===== config.mk =====
export PLATFORM = sky130hd
export DESIGN_NAME = scalar_dmem_ctrl
export DESIGN_NICKNAME = d
export VERILOG_FILES = /design/src/rtl/datapath_pkg.sv /design/src/rtl/sync_fifo.sv /design/src/rtl/scalar_dmem_ctrl.sv
export SDC_FILE = /design/constraint.sdc
export NUM_CORES = 1
export LEC_CHECK = 0
export CORE_MARGIN = 1
export CORE_UTILIZATION = 30
export CTS_BUF_LIST = sky130_fd_sc_hd__clkbuf_8
export DETAILED_ROUTE_END_ITERATION = 8
export GPL_ROUTABILITY_DRIVEN = 0
export PLACE_DENSITY_LB_ADDON = 0.2
export SYNTH_ARGS = -nofsm -noshare
export SYNTH_HDL_FRONTEND = slang
export SYNTH_SLANG_ARGS = --single-unit

===== constraint.sdc =====
create_clock -name CLK -period 3.2 [get_ports CLK]
set_input_delay 0.48 -clock CLK [delete_from_list [all_inputs] [get_ports CLK]]
set_output_delay 0.48 -clock CLK [all_outputs]
set_load 0.01 [all_outputs]

===== src/rtl/datapath_pkg.sv =====
// Shared types for the scalar data-memory controller: queued request entry and FSM states.
package datapath_pkg;

  localparam int unsigned AddrW = 32;
  localparam int unsigned DataW = 32;

  typedef struct packed {
    logic             ren;
    logic             wen;
    logic             err;
    logic [AddrW-1:0] addr;
    logic [DataW-1:0] wdata;
  } dmem_req_t;

  typedef enum logic [1:0] {
    StIdle,
    StIssue,
    StResp
  } ctrl_state_t;

  // A request is rejected if it is not word aligned or asks for load and store at once.
  function automatic logic req_is_bad(logic ren, logic wen, logic [1:0] addr_lsb);
    return (addr_lsb != 2'b00) || (ren && wen);
  endfunction

endpackage


===== src/rtl/sync_fifo.sv =====
// Synchronous FIFO with registered occupancy; push is refused when full, pop when empty.
module sync_fifo #(
  parameter int unsigned DEPTH = 4,
  parameter int unsigned WIDTH = 8
) (
  input  logic             clk_i,
  input  logic             rst_i,
  input  logic             flush_i,
  input  logic             push_i,
  input  logic [WIDTH-1:0] wdata_i,
  input  logic             pop_i,
  output logic [WIDTH-1:0] rdata_o,
  output logic             full_o,
  output logic             empty_o
);

  localparam int unsigned PtrW = $clog2(DEPTH);

  logic [WIDTH-1:0] mem_q [DEPTH];
  logic [PtrW-1:0]  wr_ptr_q, rd_ptr_q;
  logic [PtrW:0]    count_q;
  logic             push_ok, pop_ok;

  // Full/empty come from the registered count only, so there is no same-cycle bypass.
  assign full_o  = (count_q == (PtrW+1)'(DEPTH));
  assign empty_o = (count_q == '0);
  assign push_ok = push_i && !full_o;
  assign pop_ok  = pop_i && !empty_o;
  assign rdata_o = mem_q[rd_ptr_q];

  // Pointer and count update; pointers wrap naturally because DEPTH is a power of two.
  always_ff @(posedge clk_i) begin
    if (rst_i || flush_i) begin
      wr_ptr_q <= '0;
      rd_ptr_q <= '0;
      count_q  <= '0;
    end else begin
      if (push_ok) wr_ptr_q <= wr_ptr_q + PtrW'(1);
      if (pop_ok)  rd_ptr_q <= rd_ptr_q + PtrW'(1);
      case ({push_ok, pop_ok})
        2'b10:   count_q <= count_q + (PtrW+1)'(1);
        2'b01:   count_q <= count_q - (PtrW+1)'(1);
        default: count_q <= count_q;
      endcase
    end
  end

  // Storage array; contents are don't-care until written so it needs no reset.
  always_ff @(posedge clk_i) begin
    if (push_ok && !rst_i && !flush_i) mem_q[wr_ptr_q] <= wdata_i;
  end

endmodule


===== src/rtl/scalar_dmem_ctrl.sv =====
// Queues FU load/store requests, issues them to the data cache in order, returns one-cycle hits.
module scalar_dmem_ctrl
  import datapath_pkg::*;
#(
  parameter int unsigned DEPTH  = 4,
  parameter int unsigned ADDR_W = AddrW,
  parameter int unsigned DATA_W = DataW
) (
  input  logic              CLK,
  input  logic              RST,
  input  logic              flush,
  input  logic              dmemREN,
  input  logic              dmemWEN,
  input  logic [ADDR_W-1:0] dmemaddr,
  input  logic [DATA_W-1:0] dmemstore,
  output logic              req_ready,
  output logic [DATA_W-1:0] dmem_in,
  output logic              dhit_in,
  output logic              dmem_err,
  output logic              dc_ren,
  output logic              dc_wen,
  output logic [ADDR_W-1:0] dc_addr,
  output logic [DATA_W-1:0] dc_wdata,
  input  logic [DATA_W-1:0] dc_rdata,
  input  logic              dc_hit
);

  ctrl_state_t       state_q;
  dmem_req_t         enq_req, head;
  logic              fifo_full, fifo_empty, pop;
  logic              dc_ren_q, dc_wen_q, dhit_q, err_q;
  logic [ADDR_W-1:0] dc_addr_q;
  logic [DATA_W-1:0] dc_wdata_q, rdata_q;

  assign enq_req = '{
    ren:   dmemREN,
    wen:   dmemWEN,
    err:   req_is_bad(dmemREN, dmemWEN, dmemaddr[1:0]),
    addr:  dmemaddr,
    wdata: dmemstore
  };

  // The head leaves the queue when its access completes, or immediately if it was rejected.
  assign pop = (state_q == StIssue) && (head.err || dc_hit);

  sync_fifo #(
    .DEPTH (DEPTH),
    .WIDTH ($bits(dmem_req_t))
  ) u_fifo (
    .clk_i   (CLK),
    .rst_i   (RST),
    .flush_i (flush),
    .push_i  (dmemREN || dmemWEN),
    .wdata_i (enq_req),
    .pop_i   (pop),
    .rdata_o (head),
    .full_o  (fifo_full),
    .empty_o (fifo_empty)
  );

  // Control FSM; strobes are loaded from the head on entry to StIssue and held until dc_hit.
  always_ff @(posedge CLK) begin
    if (RST || flush) begin
      state_q    <= StIdle;
      dc_ren_q   <= 1'b0;
      dc_wen_q   <= 1'b0;
      dc_addr_q  <= '0;
      dc_wdata_q <= '0;
      dhit_q     <= 1'b0;
      err_q      <= 1'b0;
      rdata_q    <= '0;
    end else begin
      unique case (state_q)
        StIdle: begin
          if (!fifo_empty) begin
            state_q    <= StIssue;
            dc_ren_q   <= head.ren && !head.err;
            dc_wen_q   <= head.wen && !head.err;
            dc_addr_q  <= head.addr;
            dc_wdata_q <= head.wdata;
          end
        end
        StIssue: begin
          if (head.err) begin
            state_q <= StResp;
            dhit_q  <= 1'b1;
            err_q   <= 1'b1;
            rdata_q <= '0;
          end else if (dc_hit) begin
            state_q  <= StResp;
            dc_ren_q <= 1'b0;
            dc_wen_q <= 1'b0;
            dhit_q   <= 1'b1;
            err_q    <= 1'b0;
            rdata_q  <= head.ren ? dc_rdata : '0;
          end
        end
        StResp: begin
          dhit_q  <= 1'b0;
          err_q   <= 1'b0;
          rdata_q <= '0;
          if (!fifo_empty) begin
            state_q    <= StIssue;
            dc_ren_q   <= head.ren && !head.err;
            dc_wen_q   <= head.wen && !head.err;
            dc_addr_q  <= head.addr;
            dc_wdata_q <= head.wdata;
          end else begin
            state_q <= StIdle;
          end
        end
        default: state_q <= StIdle;
      endcase
    end
  end

  assign req_ready = !fifo_full;
  assign dc_ren    = dc_ren_q;
  assign dc_wen    = dc_wen_q;
  assign dc_addr   = dc_addr_q;
  assign dc_wdata  = dc_wdata_q;
  assign dhit_in   = dhit_q;
  assign dmem_err  = err_q;
  assign dmem_in   = rdata_q;

endmodule


==> results of run 1 <==
-- power groups by stage --
stage                     Combinational, uW  Clock (uW)  Sequential, uW
after floorplan                         204           0            5480
after global placement                  533           0            5470
after detailed placement                538           0            5470
after CTS                               540        4360            5370
after global routing                    574        4580            5370
final                                   526        4180            5370
-- through the flow --
stage                     worst slack, ns  hold slack, ns
after floorplan                     0.220           0.481
after global placement              0.638           0.444
after detailed placement            0.658           0.446
after CTS                           0.863           0.440
after global routing                0.767           0.454
final                               0.873           0.453
-- cell usage in the layout (no fill, tap or decap), types with 2 or more instances in the layout --
cell type / count
inv_1: 41
xnor2_1: 2
mux2i_1: 3
clkbuf_8: 76
mux4_2: 65
and3_4: 4
a311oi_1: 2
clkinv_2: 2
nor3b_1: 4
nor2_1: 15
dfxtp_4: 2
dfxtp_1: 109
inv_6: 2
nand2_1: 133
o21ai_0: 3
buf_4: 17
xor2_1: 3
nand2b_1: 3
clkdlybuf4s50_1: 202
edfxtp_1: 268
or3_1: 2
clkinv_1: 11
buf_12: 5
nand3_1: 2
a21oi_1: 69
ha_1: 10
a22o_1: 32
-- per-layer routing --
metal / global-route usage, % / share of wire [%] / wire length, um
met1: 18.2 / 46 / 14600
met3: 4.24 / 5.7 / 1830
met5: 0 / 0.091 / 29
met4: 4.73 / 2.1 / 673
met2: 21.9 / 46 / 14900
-- logic make-up after synthesis --
group           after synthesis
mux                          68
flops                       379
simple gates                168
buf+inv                      55
xor+xnor                      5
compound gates              119
fa+ha+maj                    11
-- critical path, stage by stage (launching register included) --
cell,delay (ns)
edfxtp_1,0.42
mux4_2,0.57
o211a_1,0.27
ha_1,0.23
inv_1,0.07
fa_1,0.17
xor2_1,0.07
or3_1,0.30
a21oi_1,0.13
-- registers in the layout (all words and copies together), names as in the netlist, named ones only --
register,flops
dc_addr,32
dc_ren,1
dc_wdata,32
dc_wen,1
dhit_in,1
dmem_err,1
dmem_in,32
state_q,2
u_fifo.count_q,3
u_fifo.mem_q,268
u_fifo.rd_ptr_q,2
u_fifo.wr_ptr_q,2
-- path summary, 6_finish.rpt --
| check | cells past startpoint | slack (ns) | end |
|---|---|---|---|
| max | 8 | 0.87 | u_fifo.count_q[2] |
| max reg2reg | 8 | 0.87 | u_fifo.count_q[2] |
| min reg2reg | 2 | 0.45 | dc_addr[27] |
| min | 2 | 0.45 | dc_addr[27] |
-- area by class of cell --
type	instances	area, um2
clock inverter	47	228
sequential	379	10300
inverter	11	41.3
antenna	1	2.50
timing repair buffer	224	2250
clock buffer	76	1050
multi-input combinational	371	3210
fill	4147	26800
tap	592	741
==> impl_metrics.toml, run 1 <==
[logic_synthesis]
synth_area_um2 = 13700
synth_compound_area_share_pct = 5.80
synth_xor_xnor_area_share_pct = 0.319
synth_seq_cells = 379
async_flop_share_pct = 0
yosys_warnings = 0
synth_cell_types = 41
synth_fa_ha_area_share_pct = 1.06
netlist.top_cell.by_area = "edfxtp_1"
synth_area_leaders = "edfxtp_1 59%, dfxtp_1 16%, mux4_2 11%"
ys_top_cells_by_count = "268 x edfxtp_1, 133 x nand2_1, 111 x dfxtp_1"
synth_most_common_cell = "edfxtp_1"
synth_nets = 918
synth-main-ff-cell = "edfxtp_1"
yosys.area_share.simple_pct = 5.07
muxShareOfSynthArea_pct = 10.9
syn_avg_cell_area_um2 = 17.0
synth_top_family_by_area = "multiplexers"
netlist.area_leader.share_pct = 58.7
syn-instance-count = 805
synth_edf_count = 268
seq_area_frac_synth_pct = 74.9

[sta]
finalSetupTns_ns = 0
finalSetupViolations = 0
slew_violations = 0
finalCritPeriodShare_pct = 72.7
period_minus_slack_ns = 2.33
grt_setup_unrepaired = "false"
fin_skew_ns = 0.0258
tightest_slew_ns = 0.942
relSlewSlack_pct = 37.2
clock.fmax_mhz = 430
final-hold-violation-count = 0

[power_and_ir_drop]
power_uw = 10100
cellLeakagePower_uw = 0.00581
pwr-share-comb_pct = 5.2
internal_power_uw = 7840
pwr_density_cell_nw_per_um2 = 566
ir_worst_vdd_v = 0.000256
seqPwrFrac_pct = 53.3
swShare_pct = 22.2
power_switching_uw = 2230
clockPowerShare_pct = 41.5

[placed_design]
placed_area_um2 = 16500
place_hpwl_mm = 19.3
dp_cells = 1577
numPortBuffers = 202

[routing]
drt_iter0_markers = 457
vias = 7724
antenna_left = 0
viasPerCell = 4.54
drcViolationCount = 0
totalWireLength_mm = 32.0
firstDrtPassIters = 7
routedWlPerCell_um = 18.8

[clock_tree]
cts_setup_buffers = 0
clk_path_buf_depth = 3
numCtsBuffers = 67
cts.sinks = 379
worstSkewPairLatency_ns = 0.59
hold_buffers = 0
tritoncts = "done"
clk_pin_slew_ns = 0.06
htreeDepth = 3
cts-root-buf = "clkbuf_8"
ctsResizeCount = 0

[die]
design.die.area_um2 = 46600
rows = 77
die_h_um = 216
die_x_um = 216
start_util_pct = 30.7
placeableCoreArea_um2 = 44600
ios = 203

[critical_path]
r2r-start = "u_fifo.mem_q[0][64]"
crit_type = "flip-flop to flip-flop"
cp-startpoint = "u_fifo.mem_q[0][64]"
cp-end-kind = "flip-flop"
crit_path_max_fanout = 7
cp_data_required_time_ns = 3.71
crit_path_start_kind = "flip-flop"
cp.arrival_ns = 2.84

[global_routing]
grt_pass1_vias = 8199
grt_max_degree = 60
overflow = 0
antenna_found_initial = 3
grt_pass1_wl_mm = 49.0
grt_use_total_pct = 13.9

[layout]
final_nets = 1167
syn_to_final_growth_pct = 29.8
layoutNonFillerInstCount = 1701
fin_util_pct = 39.9
fin_area_um2 = 17800
drive_gt1_share_pct = 16.3

[hold_path]
min_path_type = "flip-flop to flip-flop"
hp-start = "dc_addr[27]"

[run_status]
run_status = "finished, final reports clean"

[flow_run]
maxCapViolCount = 0
Note: power is estimated with default switching activity, not from simulation.
==> run 2, diff against run 1 <==
==> constraint.sdc (replaced) <==
create_clock -name CLK -period 2 [get_ports CLK]
set_input_delay 0.3 -clock CLK [delete_from_list [all_inputs] [get_ports CLK]]
set_output_delay 0.3 -clock CLK [all_outputs]
set_load 0.01 [all_outputs]
==> run 2 against run 1 <==
Against the previous run:
- the run now ends with setup timing left
- combinational power rose by 75%
- sequential share of layout area fell by 2.0 points
- via count rose by 2.7%
- non-clock buffer count rose by 34
- count of clock-buffer cells in the layout rose by 7
- worst setup slack got worse by 1.1 ns
- power rose by 67%
- largest cell class unchanged
- cell area rose by 3.5%
==> impl_metrics.toml, run 2 (synthesis results as in run 1) <==
[sta]
tightest_slew_ns = 0.618
finalCritPeriodShare_pct = 109
period_minus_slack_ns = 2.19
clock.fmax_mhz = 457
finalSetupViolations = 2
hold_slack_ns = 0.300
fin_skew_ns = 0.0257
final-hold-violation-count = 0
relSlewSlack_pct = 58.5
slew_violations = 0
setup_ws_ns = -0.188
finalSetupTns_ns = -0.298
grt_setup_unrepaired = "true"

[die]
start_util_pct = 30.7
design.die.area_um2 = 46600
ios = 203
rows = 77
placeableCoreArea_um2 = 44600
die_x_um = 216
die_h_um = 216

[placed_design]
place_hpwl_mm = 20.2
numPortBuffers = 202
dp_cells = 1608

[critical_path]
crit_chain = "mux4_2 -> o211a_4 -> ha_4 -> inv_2 -> fa_2 -> xor2_1 -> or3_1 -> a21oi_1"
cp_data_required_time_ns = 2.54
cp.arrival_ns = 2.73
critPathMaxStageDelay_ns = 0.51
cp-end-kind = "flip-flop"
slowest_stage = "mux4_2"
crit_path_max_fanout = 2
crit_type = "flip-flop to flip-flop"
crit_path_start_kind = "flip-flop"

[power_and_ir_drop]
internal_power_uw = 13100
clockPowerShare_pct = 43.5
ir_worst_vdd_v = 0.000479
cellLeakagePower_uw = 0.00608
pwr_density_cell_nw_per_um2 = 913
pwr-share-comb_pct = 5.5
power_uw = 16800
power_switching_uw = 3680
swShare_pct = 21.9
seqPwrFrac_pct = 51.0

[layout]
max_flop_register = "u_fifo.mem_q"
fin_util_pct = 41.3
most-common-layout-cells = "268 x edfxtp_1, 201 x clkdlybuf4s50_1, 133 x nand2_1"
final_nets = 1202
drive_gt1_share_pct = 20.5
fillers = 4081
syn_to_final_growth_pct = 34.4
diodes = 0
layoutNonFillerInstCount = 1737
largest_register_ffs = 268
mostFrequentLayoutCell = "edfxtp_1"

[routing]
drt_iter0_markers = 334
firstDrtPassIters = 4
viasPerCell = 4.57
routedWlPerCell_um = 18.6
totalWireLength_mm = 32.3
vias = 7930
drcViolationCount = 0
antenna_left = 0

[run_status]
run_status = "finished with violations"
violations = "setup timing"

[global_routing]
grt_pass1_wl_mm = 49.4
grt_use_total_pct = 14.1
grt_pass1_vias = 8341
grt_max_degree = 57
overflow = 0
antenna_found_initial = 2

[clock_tree]
clk_path_buf_depth = 3
htreeDepth = 3
numCtsBuffers = 68
hold_buffers = 0
clk_pin_slew_ns = 0.06
tritoncts = "done"
cts-root-buf = "clkbuf_8"
cts.sinks = 379
worstSkewPairLatency_ns = 0.60

[flow_run]
maxCapViolCount = 0

[hold_path]
min_path_type = "input port to flip-flop"
## run 2: cell count changes in the layout (fill, tap and decap cells not counted), sizes merged
cell and change:
buf +34, clkbuf +7, inv -6, clkinv -4
clkinvlp +4, bufinv +2, clkdlybuf4s50 -1, diode -1
dlygate4sd2 +1
## run 2: power groups by stage
| stage | sequential, uW | clock [uW] | combinational, uW |
|---|---|---|---|
| floorplan | 8760 | 0 | 327 |
| global placement | 8740 | 0 | 930 |
| detailed placement | 8750 | 0 | 935 |
| CTS | 8580 | 7610 | 939 |
| global route | 8590 | 7970 | 1000 |
| finish | 8580 | 7320 | 921 |
## run 2: final cells by class
class / instances / area [um2] / share of cell area [%]
clock buffers: 83 / 1140 / 6.20
clock inverters: 43 / 268 / 1.45
inverters: 11 / 41.3 / 0.224
multi-input cells: 371 / 3240 / 17.6
flip-flops and latches: 379 / 10300 / 55.8
well taps: 592 / 741 / 4.02
repair buffers: 258 / 2720 / 14.8
## run 2: final timing paths
| kind | from | endpoint | slack (ns) | cells after the start |
|---|---|---|---|---|
| setup reg to reg | u_fifo.mem_q[0][64] | u_fifo.count_q[2] | -0.19 | 8 |
| hold reg to reg | dc_wdata[26] | dc_wdata[26] | 0.45 | 2 |
| setup / recovery | u_fifo.mem_q[0][64] | u_fifo.count_q[2] | -0.19 | 8 |
| hold / removal | dc_rdata[4] | dmem_in[4] | 0.30 | 2 |
## run 2: repair_timing
action                                  in CTS  in global routing
buffers inserted                             1                  2
pin swaps                                    3                 17
gates cloned                                 0                  0
endpoints found under the setup margin       3                 12
gates resized for setup                      1                  4
## run 2: critical path, delay by kind of cell (launching register included)
| kind | cells | cell delay [ns] |
|---|---|---|
| and+or+nand+nor | 1 | 0.31 |
| xor gates and xnor gates | 1 | 0.07 |
| adders and majority gates | 2 | 0.35 |
| DFF | 1 | 0.42 |
| muxes | 1 | 0.51 |
| AOI/OAI and AO/OA | 2 | 0.42 |
| buffers and inverters | 1 | 0.05 |
## run 2: metrics by stage
step | worst slack, ns | cell area (um2)
6_report | -0.188 | 18400
5_1_grt | -0.272 | 18400
4_1_cts | -0.165 | 18400
3_5_place_dp | -0.286 | 17000
3_3_place_gp | -0.277 | 17000
2_1_floorplan | -0.197 | 13700
## run 2: routing by layer
layer / vias to the layer above / routed length [um] / track usage, % / share of wire, %
met4: 4 / 721 / 5.63 / 2.2
met1: 3979 / 14200 / 17.7 / 44
met3: 60 / 2000 / 4.13 / 6.2
li1: 3668 / - / - / -
met5: - / 26 / 0 / 0.080
met2: 219 / 15400 / 22.7 / 48
==> run 3, diff against run 2 <==
--- a/config.mk
+++ b/config.mk
@@ -8,9 +8,12 @@
 export CORE_MARGIN = 1
 export CORE_UTILIZATION = 30
 export CTS_BUF_LIST = sky130_fd_sc_hd__clkbuf_8
+export CTS_CLUSTER_SIZE = 10
 export DETAILED_ROUTE_END_ITERATION = 8
 export GPL_ROUTABILITY_DRIVEN = 0
+export MAX_ROUTING_LAYER = met4
 export PLACE_DENSITY_LB_ADDON = 0.2
+export RECOVER_POWER = 50
 export SYNTH_ARGS = -nofsm -noshare
 export SYNTH_HDL_FRONTEND = slang
 export SYNTH_SLANG_ARGS = --single-unit
==> run 3 against run 2 <==
Against the previous run:
- the flow still finishes with violations (setup timing)
- register-to-register slack barely moved
- sequential power barely moved
- largest power group unchanged
- routed wire length barely moved
- flip-flop and latch count did not move
- worst setup slack improved by 0.0081 ns
- maximum frequency rose by 0.37%
- cell area fell by 0.35%
- cell count rose by 0.29%
- via count fell by 0.66%
- count of clock-buffer cells in the layout fell by 1
==> impl_metrics.toml, run 3 (synthesis results as in run 1) <==
[routing]
totalWireLength_mm = 32.3
firstDrtPassIters = 4
routedWlPerCell_um = 18.6
antenna_left = 0
drt_iter0_markers = 359
vias = 7878
drcViolationCount = 0
viasPerCell = 4.52

[die]
rows = 77
placeableCoreArea_um2 = 44600
start_util_pct = 30.7
die_x_um = 216
ios = 203
die_h_um = 216
design.die.area_um2 = 46600

[run_status]
violations = "setup timing"
run_status = "finished with violations"

[clock_tree]
cts.sinks = 379
hold_buffers = 0
tritoncts = "done"
worstSkewPairLatency_ns = 0.61
numCtsBuffers = 68
htreeDepth = 3
clk_pin_slew_ns = 0.06
clk_path_buf_depth = 3
cts-root-buf = "clkbuf_8"

[sta]
tightest_slew_ns = 0.618
setup_ws_ns = -0.180
grt_setup_unrepaired = "true"
slew_violations = 0
relSlewSlack_pct = 58.5
final-hold-violation-count = 0
finalSetupViolations = 2
period_minus_slack_ns = 2.18
clock.fmax_mhz = 459
fin_skew_ns = 0.0260
finalCritPeriodShare_pct = 109
hold_slack_ns = 0.295
finalSetupTns_ns = -0.286

[critical_path]
crit_path_start_kind = "flip-flop"
cp-end-kind = "flip-flop"
crit_chain = "mux4_2 -> o211a_4 -> ha_4 -> inv_2 -> fa_2 -> xor2_1 -> or3_1 -> a21oi_1"
cp.arrival_ns = 2.72
crit_type = "flip-flop to flip-flop"
crit_path_max_fanout = 2
critPathMaxStageDelay_ns = 0.51
r2r_slack_ns = -0.18
cp_data_required_time_ns = 2.54
slowest_stage = "mux4_2"

[power_and_ir_drop]
pwr_density_cell_nw_per_um2 = 906
power_uw = 16600
ir_worst_vdd_v = 0.000478
cellLeakagePower_uw = 0.00607

[global_routing]
busiest_layer = "met2"
grt_use_met1_pct = 17.9
overflow = 0
use_met2_pct = 22.7
grt_use_total_pct = 14.5
antenna_found_initial = 5
grt_pass1_vias = 8336
met3_usage_pct = 3.93
grt_max_degree = 57
grt_pass1_wl_mm = 49.5

[placed_design]
place_worst_setup_slack_ns = -0.286
numPortBuffers = 202
place_hpwl_mm = 20.2
dp_cells = 1608

[layout]
syn_to_final_growth_pct = 34.0
largest_register_ffs = 268
mostFrequentLayoutCell = "edfxtp_1"
final_nets = 1202
most-common-layout-cells = "268 x edfxtp_1, 135 x clkdlybuf4s50_1, 133 x nand2_1"
drive_gt1_share_pct = 20.2
max_flop_register = "u_fifo.mem_q"
layoutNonFillerInstCount = 1742

[hold_path]
min_path_type = "input port to flip-flop"

[flow_run]
maxCapViolCount = 0
run 3: report_power, final:
part | internal (uW) | switching [uW] | leakage [uW]
registers | 8540 | 44.6 | 0.00333
clock network | 3990 | 3170 | 0.000794
logic | 418 | 466 | 0.00195
total | 12900 | 3680 | 0.00607
run 3: cell type report:
cell class	count	area, um2
Antenna cell	5	12.5
Tap cell	592	741
Clock buffer	82	1130
Inverter	11	41.3
Clock inverter	44	248
Fill cell	4080	26200
Multi-Input combinational cell	371	3230
Timing Repair Buffer	258	2690
Sequential cell	379	10300
run 3: what timing repair did:
action,CTS,global route
setup endpoints to repair,3,12
hold endpoints to repair,0,0
pin swaps,3,17
gates resized for setup,1,4
buffers inserted,1,2
run 3: final timing paths:
| kind | to | from | depth (start not counted) |
|---|---|---|---|
| worst max-delay path | u_fifo.count_q[2] | u_fifo.mem_q[0][64] | 8 |
| worst max register to register | u_fifo.count_q[2] | u_fifo.mem_q[0][64] | 8 |
| worst min-delay path | dmem_in[4] | dc_rdata[4] | 2 |
| worst min register to register | dc_wdata[26] | dc_wdata[26] | 2 |
run 3: through the flow:
stage                     utilization (%)  area (um2)
final                                41.2       18400
after global routing                 41.2       18400
after CTS                            41.1       18400
after detailed placement             38.0       17000
after global placement               38.0       17000
after floorplan                         -       13700
run 3: metal layers:
| metal | wire length [um] | part of all wire (%) |
|---|---|---|
| met1 | 14400 | 45 |
| met2 | 15300 | 47 |
| met5 | 0 | 0 |
| met3 | 1870 | 5.8 |
| met4 | 754 | 2.3 |
run 3: worst max-delay path: cells and delay by family (launching register included):
family                     cells  cell delay [ns]
muxes                          1             0.51
xor gates and xnor gates       1             0.07
AOI/OAI and AO/OA              2             0.42
buffers and inverters          1             0.05
DFF                            1             0.42
adders and majority gates      2             0.34
and+or+nand+nor                1             0.30
